===== src/rtl/soc_system_cpu_s0_oci_trace_fifo.sv =====
// rtl/soc_system_cpu_s0_oci_trace_fifo.sv - OCI trace capture FIFO with capture/drain/done end-of-test sequencing
// Optional stored-parity checking is enabled by defining OCI_TRACE_PARITY_EN.
module soc_system_cpu_s0_oci_trace_fifo #(
    parameter int DATA_W    = 30,
    parameter int DEPTH     = 16,
    parameter int WRAP_MODE = 0,
    localparam int CNT_W    = $clog2(DEPTH) + 1
) (
    input  logic              clk,
    input  logic              reset,
    input  logic              dct_wr,
    input  logic [DATA_W-1:0] dct_buffer,
    input  logic              rd_req,
    output logic [DATA_W-1:0] rd_data,
    output logic              rd_valid,
    output logic [CNT_W-1:0]  dct_count,
    output logic              full,
    output logic              empty,
    output logic              overflow,
`ifdef OCI_TRACE_PARITY_EN
    output logic              rd_parity,
    output logic              parity_err,
`endif
    input  logic              test_ending,
    output logic              test_has_ended
);

    localparam int PTR_W = CNT_W - 1;

    typedef enum logic [1:0] {
        ST_CAPTURE = 2'd0,
        ST_DRAIN   = 2'd1,
        ST_DONE    = 2'd2
    } state_t;

    state_t state_q, state_d;

    logic [DATA_W-1:0] mem_q [DEPTH];
    logic [PTR_W-1:0]  wr_ptr_q, wr_ptr_d;
    logic [PTR_W-1:0]  rd_ptr_q, rd_ptr_d;
    logic [CNT_W-1:0]  count_q, count_d;
    logic              full_q, empty_q;
    logic              overflow_q, overflow_d;
    logic [DATA_W-1:0] rd_data_q;
    logic              rd_valid_q;

    logic push_ok, pop_ok, wr_en;

    always_comb begin
        state_d = state_q;
        unique case (state_q)
            ST_CAPTURE: if (test_ending) state_d = ST_DRAIN;
            ST_DRAIN:   if (count_q == '0) state_d = ST_DONE;
            ST_DONE:    state_d = ST_DONE;
            default:    state_d = ST_CAPTURE;
        endcase
    end

    // Only CAPTURE accepts pushes; pops are gated purely by occupancy.
    assign push_ok = dct_wr && (state_q == ST_CAPTURE);
    assign pop_ok  = rd_req && !empty_q;

    always_comb begin
        wr_en      = 1'b0;
        wr_ptr_d   = wr_ptr_q;
        rd_ptr_d   = rd_ptr_q;
        count_d    = count_q;
        overflow_d = overflow_q;
        if (push_ok && pop_ok) begin
            wr_en    = 1'b1;
            wr_ptr_d = wr_ptr_q + PTR_W'(1);
            rd_ptr_d = rd_ptr_q + PTR_W'(1);
        end else if (push_ok && !full_q) begin
            wr_en    = 1'b1;
            wr_ptr_d = wr_ptr_q + PTR_W'(1);
            count_d  = count_q + CNT_W'(1);
        end else if (push_ok) begin
            overflow_d = 1'b1;
            if (WRAP_MODE != 0) begin
                // Overwrite the oldest entry: write and read pointers move together.
                wr_en    = 1'b1;
                wr_ptr_d = wr_ptr_q + PTR_W'(1);
                rd_ptr_d = rd_ptr_q + PTR_W'(1);
            end
        end else if (pop_ok) begin
            rd_ptr_d = rd_ptr_q + PTR_W'(1);
            count_d  = count_q - CNT_W'(1);
        end
    end

    always_ff @(posedge clk) begin
        if (wr_en) begin
            mem_q[wr_ptr_q] <= dct_buffer;
        end
    end

    always_ff @(posedge clk) begin
        if (reset) begin
            state_q    <= ST_CAPTURE;
            wr_ptr_q   <= '0;
            rd_ptr_q   <= '0;
            count_q    <= '0;
            full_q     <= 1'b0;
            empty_q    <= 1'b1;
            overflow_q <= 1'b0;
            rd_data_q  <= '0;
            rd_valid_q <= 1'b0;
        end else begin
            state_q    <= state_d;
            wr_ptr_q   <= wr_ptr_d;
            rd_ptr_q   <= rd_ptr_d;
            count_q    <= count_d;
            full_q     <= (count_d == CNT_W'(DEPTH));
            empty_q    <= (count_d == '0);
            overflow_q <= overflow_d;
            rd_valid_q <= pop_ok;
            if (pop_ok) begin
                rd_data_q <= mem_q[rd_ptr_q];
            end
        end
    end

`ifdef OCI_TRACE_PARITY_EN
    logic par_mem_q [DEPTH];
    logic rd_parity_q;
    logic parity_err_q;

    always_ff @(posedge clk) begin
        if (wr_en) begin
            par_mem_q[wr_ptr_q] <= ^dct_buffer;
        end
    end

    // Check is made on the registered word, so it covers the RAM read path too.
    always_ff @(posedge clk) begin
        if (reset) begin
            rd_parity_q  <= 1'b0;
            parity_err_q <= 1'b0;
        end else begin
            if (pop_ok) begin
                rd_parity_q <= par_mem_q[rd_ptr_q];
            end
            if (rd_valid_q && ((^rd_data_q) != rd_parity_q)) begin
                parity_err_q <= 1'b1;
            end
        end
    end

    assign rd_parity  = rd_parity_q;
    assign parity_err = parity_err_q;
`endif

    assign rd_data        = rd_data_q;
    assign rd_valid       = rd_valid_q;
    assign dct_count      = count_q;
    assign full           = full_q;
    assign empty          = empty_q;
    assign overflow       = overflow_q;
    assign test_has_ended = (state_q == ST_DONE);

endmodule


===== config.mk =====
export PLATFORM = sky130hd
export DESIGN_NAME = soc_system_cpu_s0_oci_trace_fifo
export DESIGN_NICKNAME = d
export VERILOG_FILES = /design/src/rtl/soc_system_cpu_s0_oci_trace_fifo.sv
export SDC_FILE = /design/constraint.sdc
export NUM_CORES = 1
export LEC_CHECK = 0
export CORE_ASPECT_RATIO = 0.5
export CORE_MARGIN = 3
export CORE_UTILIZATION = 45
export DETAILED_ROUTE_END_ITERATION = 12
export MAX_ROUTING_LAYER = met4
export PLACE_DENSITY = 0.69
export REMOVE_ABC_BUFFERS = 1
export SLEW_MARGIN = 20
export SYNTH_ARGS = -nofsm -noshare
export SYNTH_HDL_FRONTEND = slang
export SYNTH_SLANG_ARGS = --single-unit

===== constraint.sdc =====
create_clock -name clk -period 5.3 [get_ports clk]
set_input_delay 0.795 -clock clk [delete_from_list [all_inputs] [get_ports clk]]
set_output_delay 0.795 -clock clk [all_outputs]
set_load 0.05 [all_outputs]

[Yosys cells after proc, flatten, opt, wreduce, memory -nomap -nowiden]
Memories as Yosys holds them, arrays and structs flattened. A register that Yosys moved wholly into a read port is not among the register bits.
Cells that the tools add are included.
Cells by class
  add/sub/neg operators: 4
  eq/ne operators: 7
  muxes and demuxes: 17
  bitwise logic cells: 2
  reduce and logical (&&, ||, !) cells: 14
Operator list (count)
  4-bit 2-to-1 mux: 6
  5-bit 2-to-1 mux: 4
  5-bit zero test: 2
  4-bit by 1-bit adder with 4-bit output, second input constant: 2
  2-bit inequality test, second input constant: 3
  2-bit one-hot mux with 3 select lines: 1
  3-bit AND reduction: 2
  5-bit by 1-bit adder with 5-bit output, second input constant: 1
  5-bit == test, second input constant: 1
  5-bit by 1-bit subtractor with 5-bit output, second input constant: 1
  1-bit logical AND: 4
  1-bit 2-to-1 mux: 4
  2-bit 2-to-1 mux: 2
  2-bit nonzero test: 2
  2-bit by 1-bit == test with 1-bit output, second input constant: 1
  2-bit == test, second input constant: 1
  1-bit zero test: 2
  2-bit zero test: 1
  2-bit by 1-bit inequality test with 1-bit output, second input constant: 1
  1-bit NOT: 2
  2-bit AND reduction: 1
Storage, ports and cells
  bits in registers: 19
  RAM bits: 480
  input bits: 35
  output and inout bits: 40
  word-level logic and storage cells: 53
  memories: 1
Memories
  mem_q: words 16, bits a word 30, read ports 1, clocked after memory_dff 1, wr ports 1, RTL line 38  | logic [DATA_W-1:0] mem_q [DEPTH];

[Longest topological paths before layout]
  word-level depth: 7
  gate-level depth with buffers: 7
  gate-level depth less buffers: 7

[Least setup slack after synthesis]
OpenSTA, ideal clock, no wires.
  path type: input to register
  from: in rd_req
  to: mem mem_q[3][0], enable pin
  setup time: 454 ps
  arrival: 3473 ps
  data required time: 4846 ps
  slack: 1372 ps
  stages: 4
  path buffers: 0
  cells stage by stage: nand2b_1 a21oi_2 nand2_1 nor3_1
On the way
  cells in the longest elaborated chain, start to end: 5
Ends and longest elaborated chain
  start, declared: RTL line 13  | input logic rd_req,
  1-bit logical AND: RTL line 61  | assign pop_ok = rd_req && !empty_q;
  1-bit logical AND: RTL line 69  | if (push_ok && pop_ok) begin
  1-bit 2-to-1 mux: RTL line 69
  1-bit 2-to-1 mux: RTL line 92  | if (wr_en) begin
  1-bit 2-to-1 mux (not written as such): RTL line 93  | mem_q[wr_ptr_q] <= dct_buffer;
  end, declared: RTL line 38
Every way passes these cells.

[Final worst setup path]
  from: in rd_req
  to: mem mem_q[15][8], enable pin
Same word-level chain as after synthesis.

==> Flow_metrics.wiki <==
{| class="wikitable"
! Metric !! Value
|-
| Setup-violating endpoint count in the final report || 0
|-
| Insertion delay of the later-clocked pin in the worst-skew pair || 560 ps
|-
| Initial antenna violation count || 1
|-
| Worst min-delay path category || reg -> reg
|-
| Area of the mapped netlist || 0.02004 sq mm
|-
| Detailed-route DRC error count || 0
|-
| Yosys warns || 0
|-
| Fill count || roughly 3200
|-
| NumNets Final || 1069
|-
| CP Max Fanout || 30
|-
| Category of the most critical setup path || in -> reg
|-
| Startpoint class of the critical path || primary input
|-
| Endpoint required time on the critical path || 5460 ps
|-
| Cell row count || 53
|-
| Yosys reg bits || 529
|-
| Post-route fraction of the period consumed by the critical path || just under 60%
|-
| H-tree depth || 2
|-
| Via count of the first global-routing pass || 9795
|-
| Sequential share of the synthesized area || just under 80%
|-
| CP Data Arrival Time || 3310 ps
|-
| Power per cell area || 434.3 mW/mm^2
|-
| FMAX || 316.7 MHz
|-
| Top-count cell post-synth || sky130_fd_sc_hd__edfxtp_1
|-
| Top flip-flop cell by instance count after synthesis || sky130_fd_sc_hd__edfxtp_1
|-
| Top cells by area, synth || sky130_fd_sc_hd__edfxtp_1 (72%), sky130_fd_sc_hd__mux4_2 (13%), sky130_fd_sc_hd__dfxtp_1 (4.9%), sky130_fd_sc_hd__mux2i_1 (3.1%), sky130_fd_sc_hd__o221ai_1 (1.3%)
|-
| Largest net degree at the start of global routing || 60
|-
| Worst slack after detailed placement || around 1600 ps
|-
| Post_cts resized || 0
|-
| Final non-filler cell total || 1638
|-
| Number of maximum-capacitance violations || 0
|-
| Fraction of layout cells with a size suffix above 1 || 22.45%
|-
| Placement-stage cell area || 0.02154 sq mm
|-
| Count of port buffers added during placement || 74
|-
| Post-layout worst setup margin || 2143 ps
|-
| Max Clock Skew || 28.38 ps
|-
| Initial DRC count || 1050
|-
| Drt pass-1 iters || 5
|-
| Vias per std cell || 5.810
|-
| Area growth from synthesis to final layout || 15.45%
|-
| Sink Count || roughly 530
|-
| Min Clock Period, post-route || approximately 3200 ps
|-
| Post-Syn Instances || 933
|-
| Root cell of the clock tree || sky130_fd_sc_hd__clkbuf_16
|-
| Antenna Violating Nets Remaining || 0
|-
| Buffer count from post-CTS setup fixing || 0
|-
| Clock-pin slew on the worst setup and hold paths || 60 ps
|-
| Total routing usage reported by global routing || 19.16%
|-
| Number of hold buffers added after CTS || 0
|-
| Effective utilization at floorplan || 46.63%
|-
| Number of buffers between clock root and the deepest sink || 3
|-
| Slew @ Worst Pin || ~1100 ps
|-
| Die Height || 155.2 um
|-
| Wire length of the first global-routing pass || 64740 um
|-
| Top Ports || between 70 and 80
|-
| Status || finished clean
|-
| DPL Wire Length || ~25000 um
|-
| Post-route cell area || approximately 0.023 sq mm
|-
| Vias post-DR || 9517
|-
| Ys async rst share || 0%
|-
| Hold Vio Cnt, Final || 0
|-
| Fraction of synthesized cell area taken by the top area cell type || 71.94%
|-
| Final core occ || 53.83%
|-
| Post-placement cell count || 1549
|-
| Final Hold Slack || 468.2 ps
|-
| Post-synth EDFFs || 480
|-
| Floorplan die area || 0.04725 sq mm
|-
| Slew Limit Fails || 0
|-
| Clock tree from TritonCTS || yes
|-
| Unrepaired setup endpoints after global routing || false
|-
| Per-instance average area after synthesis || 21.47 sq um
|-
| Leak pwr || 7.007 nW
|-
| Number of buffers added by the clock tree synthesis step || 46
|-
| Placer Congestion || 0.7892
|-
| Count of distinct cell types in the synthesized netlist || 38
|-
| Die boundary width || a little over 300 um
|-
| Aggregate global routing overflow || 0
|-
| Yosys top cell by area || sky130_fd_sc_hd__edfxtp_1
|-
| Worst supply voltage drop on vdd || 0.2152 mV
|-
| Placeable core region || 0.04297 sq mm
|-
| Leading cell types by count after synthesis || sky130_fd_sc_hd__edfxtp_1 (480), sky130_fd_sc_hd__mux4_2 (120), sky130_fd_sc_hd__mux2i_1 (62)
|-
| Wirelength, routed || 43810 um
|-
| Critical path capture point type || register
|-
| Max-Slew Margin vs Limit || 28.16%
|-
| Per-cell routed wire length || 26.75 um
|}
==> metrics by stage <==
stage | power, mW | TNS [ps]
floorplan | 6.261 | -26400
global placement | 6.743 | 0
detailed placement | 6.820 | 0
CTS | 10.12 | 0
global route | 10.42 | 0
finish | 10.05 | 0
==> layout make-up <==
| cell class | instances | area (sq um) | share of cell area (%) |
|---|---|---|---|
| Sequential cell | 529 | 15410 | 66.60 |
| Inverter | 8 | 30.03 | 0.1298 |
| Tap cell | 577 | 721.9 | 3.121 |
| Antenna cell | 1 | 2.502 | 0.01082 |
| Timing Repair Buffer | 91 | 985.9 | 4.262 |
| Clock inverter | 21 | 185.2 | 0.8006 |
| Clock buffer | 64 | 1320 | 5.707 |
| Multi-Input combinational cell | 347 | 4479 | 19.37 |
==> placed cells by master, fill, tap and decap left out, types with 2 or more instances in the layout <==
| master | n |
|---|---|
| sky130_fd_sc_hd__o221ai_1 | 30 |
| sky130_fd_sc_hd__xnor2_1 | 5 |
| sky130_fd_sc_hd__clkbuf_8 | 8 |
| sky130_fd_sc_hd__xor2_1 | 5 |
| sky130_fd_sc_hd__o21ai_0 | 2 |
| sky130_fd_sc_hd__buf_16 | 4 |
| sky130_fd_sc_hd__clkinvlp_4 | 2 |
| sky130_fd_sc_hd__clkinv_1 | 3 |
| sky130_fd_sc_hd__nand2b_1 | 3 |
| sky130_fd_sc_hd__and2_1 | 2 |
| sky130_fd_sc_hd__clkinv_2 | 12 |
| sky130_fd_sc_hd__mux4_2 | 120 |
| sky130_fd_sc_hd__nand4_1 | 2 |
| sky130_fd_sc_hd__bufinv_16 | 3 |
| sky130_fd_sc_hd__inv_1 | 8 |
| sky130_fd_sc_hd__nor3_2 | 4 |
| sky130_fd_sc_hd__dfxtp_1 | 46 |
| sky130_fd_sc_hd__a21oi_1 | 7 |
| sky130_fd_sc_hd__dfxtp_4 | 3 |
| sky130_fd_sc_hd__clkbuf_16 | 47 |
| sky130_fd_sc_hd__clkbuf_1 | 9 |
| sky130_fd_sc_hd__clkdlybuf4s50_1 | 74 |
| sky130_fd_sc_hd__nor2b_1 | 2 |
| sky130_fd_sc_hd__nor2_1 | 18 |
| sky130_fd_sc_hd__mux2i_1 | 62 |
| sky130_fd_sc_hd__nand2_1 | 45 |
| sky130_fd_sc_hd__buf_4 | 10 |
| sky130_fd_sc_hd__nor2_4 | 13 |
| sky130_fd_sc_hd__buf_12 | 3 |
| sky130_fd_sc_hd__edfxtp_1 | 480 |
| sky130_fd_sc_hd__ha_1 | 11 |
==> worst paths after layout <==
kind / startpoint / end / slack, ps / cells after the start
setup / recovery: rd_req / mem_q[15][8] / 2140 / 5
hold reg to reg: rd_data[14] / rd_data[14] / 470 / 2
setup reg to reg: state_q[0] / mem_q[15][8] / 2340 / 6
hold / removal: rd_data[14] / rd_data[14] / 470 / 2
==> layer usage <==
layer / track usage, % / vias up / part of all wire (%)
met1: 26.75 / 5074 / 42
li1: - / 4036 / -
met2: 28.23 / 362 / 46
met4: 3.536 / 0 / 1.2
met3: 6.026 / 45 / 10
met5: - / - / 0
==> logic make-up (layout without fill, tap and decap cells) <==
| group | count (synthesis) | in the layout | synth area share, % |
|---|---|---|---|
| DFF | 529 | 529 | 76.84 |
| muxes | 182 | 182 | 16.59 |
| and+or+nand+nor | 97 | 97 | 2.142 |
| buffers and inverters | 57 | 184 | 1.393 |
| AOI/OAI and AO/OA | 47 | 47 | 1.917 |
| adders and majority gates | 11 | 11 | 0.6869 |
| xor gates and xnor gates | 10 | 10 | 0.4371 |
| other | 0 | 1 | 0 |
==> worst max-delay path: stages <==
cell	delay (ps)
sky130_fd_sc_hd__clkdlybuf4s50_1	500
sky130_fd_sc_hd__nand2b_1	180
sky130_fd_sc_hd__a21oi_2	490
sky130_fd_sc_hd__nand2_1	390
sky130_fd_sc_hd__nor2_4	930
==> power breakdown <==
| part | leakage, nW | internal [mW] | total, mW | switching, mW |
|---|---|---|---|---|
| Sequential | 4.73 | 4.80 | 4.95 | 0.150 |
| Clock | 0.746 | 1.89 | 3.34 | 1.45 |
| Combinational | 1.53 | 0.728 | 1.76 | 1.03 |
| Total | 7.01 | 7.42 | 10.0 | 2.63 |
==> sequential cells by signal, indices dropped and copies added (netlist names) <==
register	cells
empty	1
state_q	2
rd_data	30
full	1
dct_count	5
wr_ptr_q	4
overflow	1
mem_q	480
rd_valid	1
rd_ptr_q	4
Note: power is estimated with default switching activity, not from simulation.
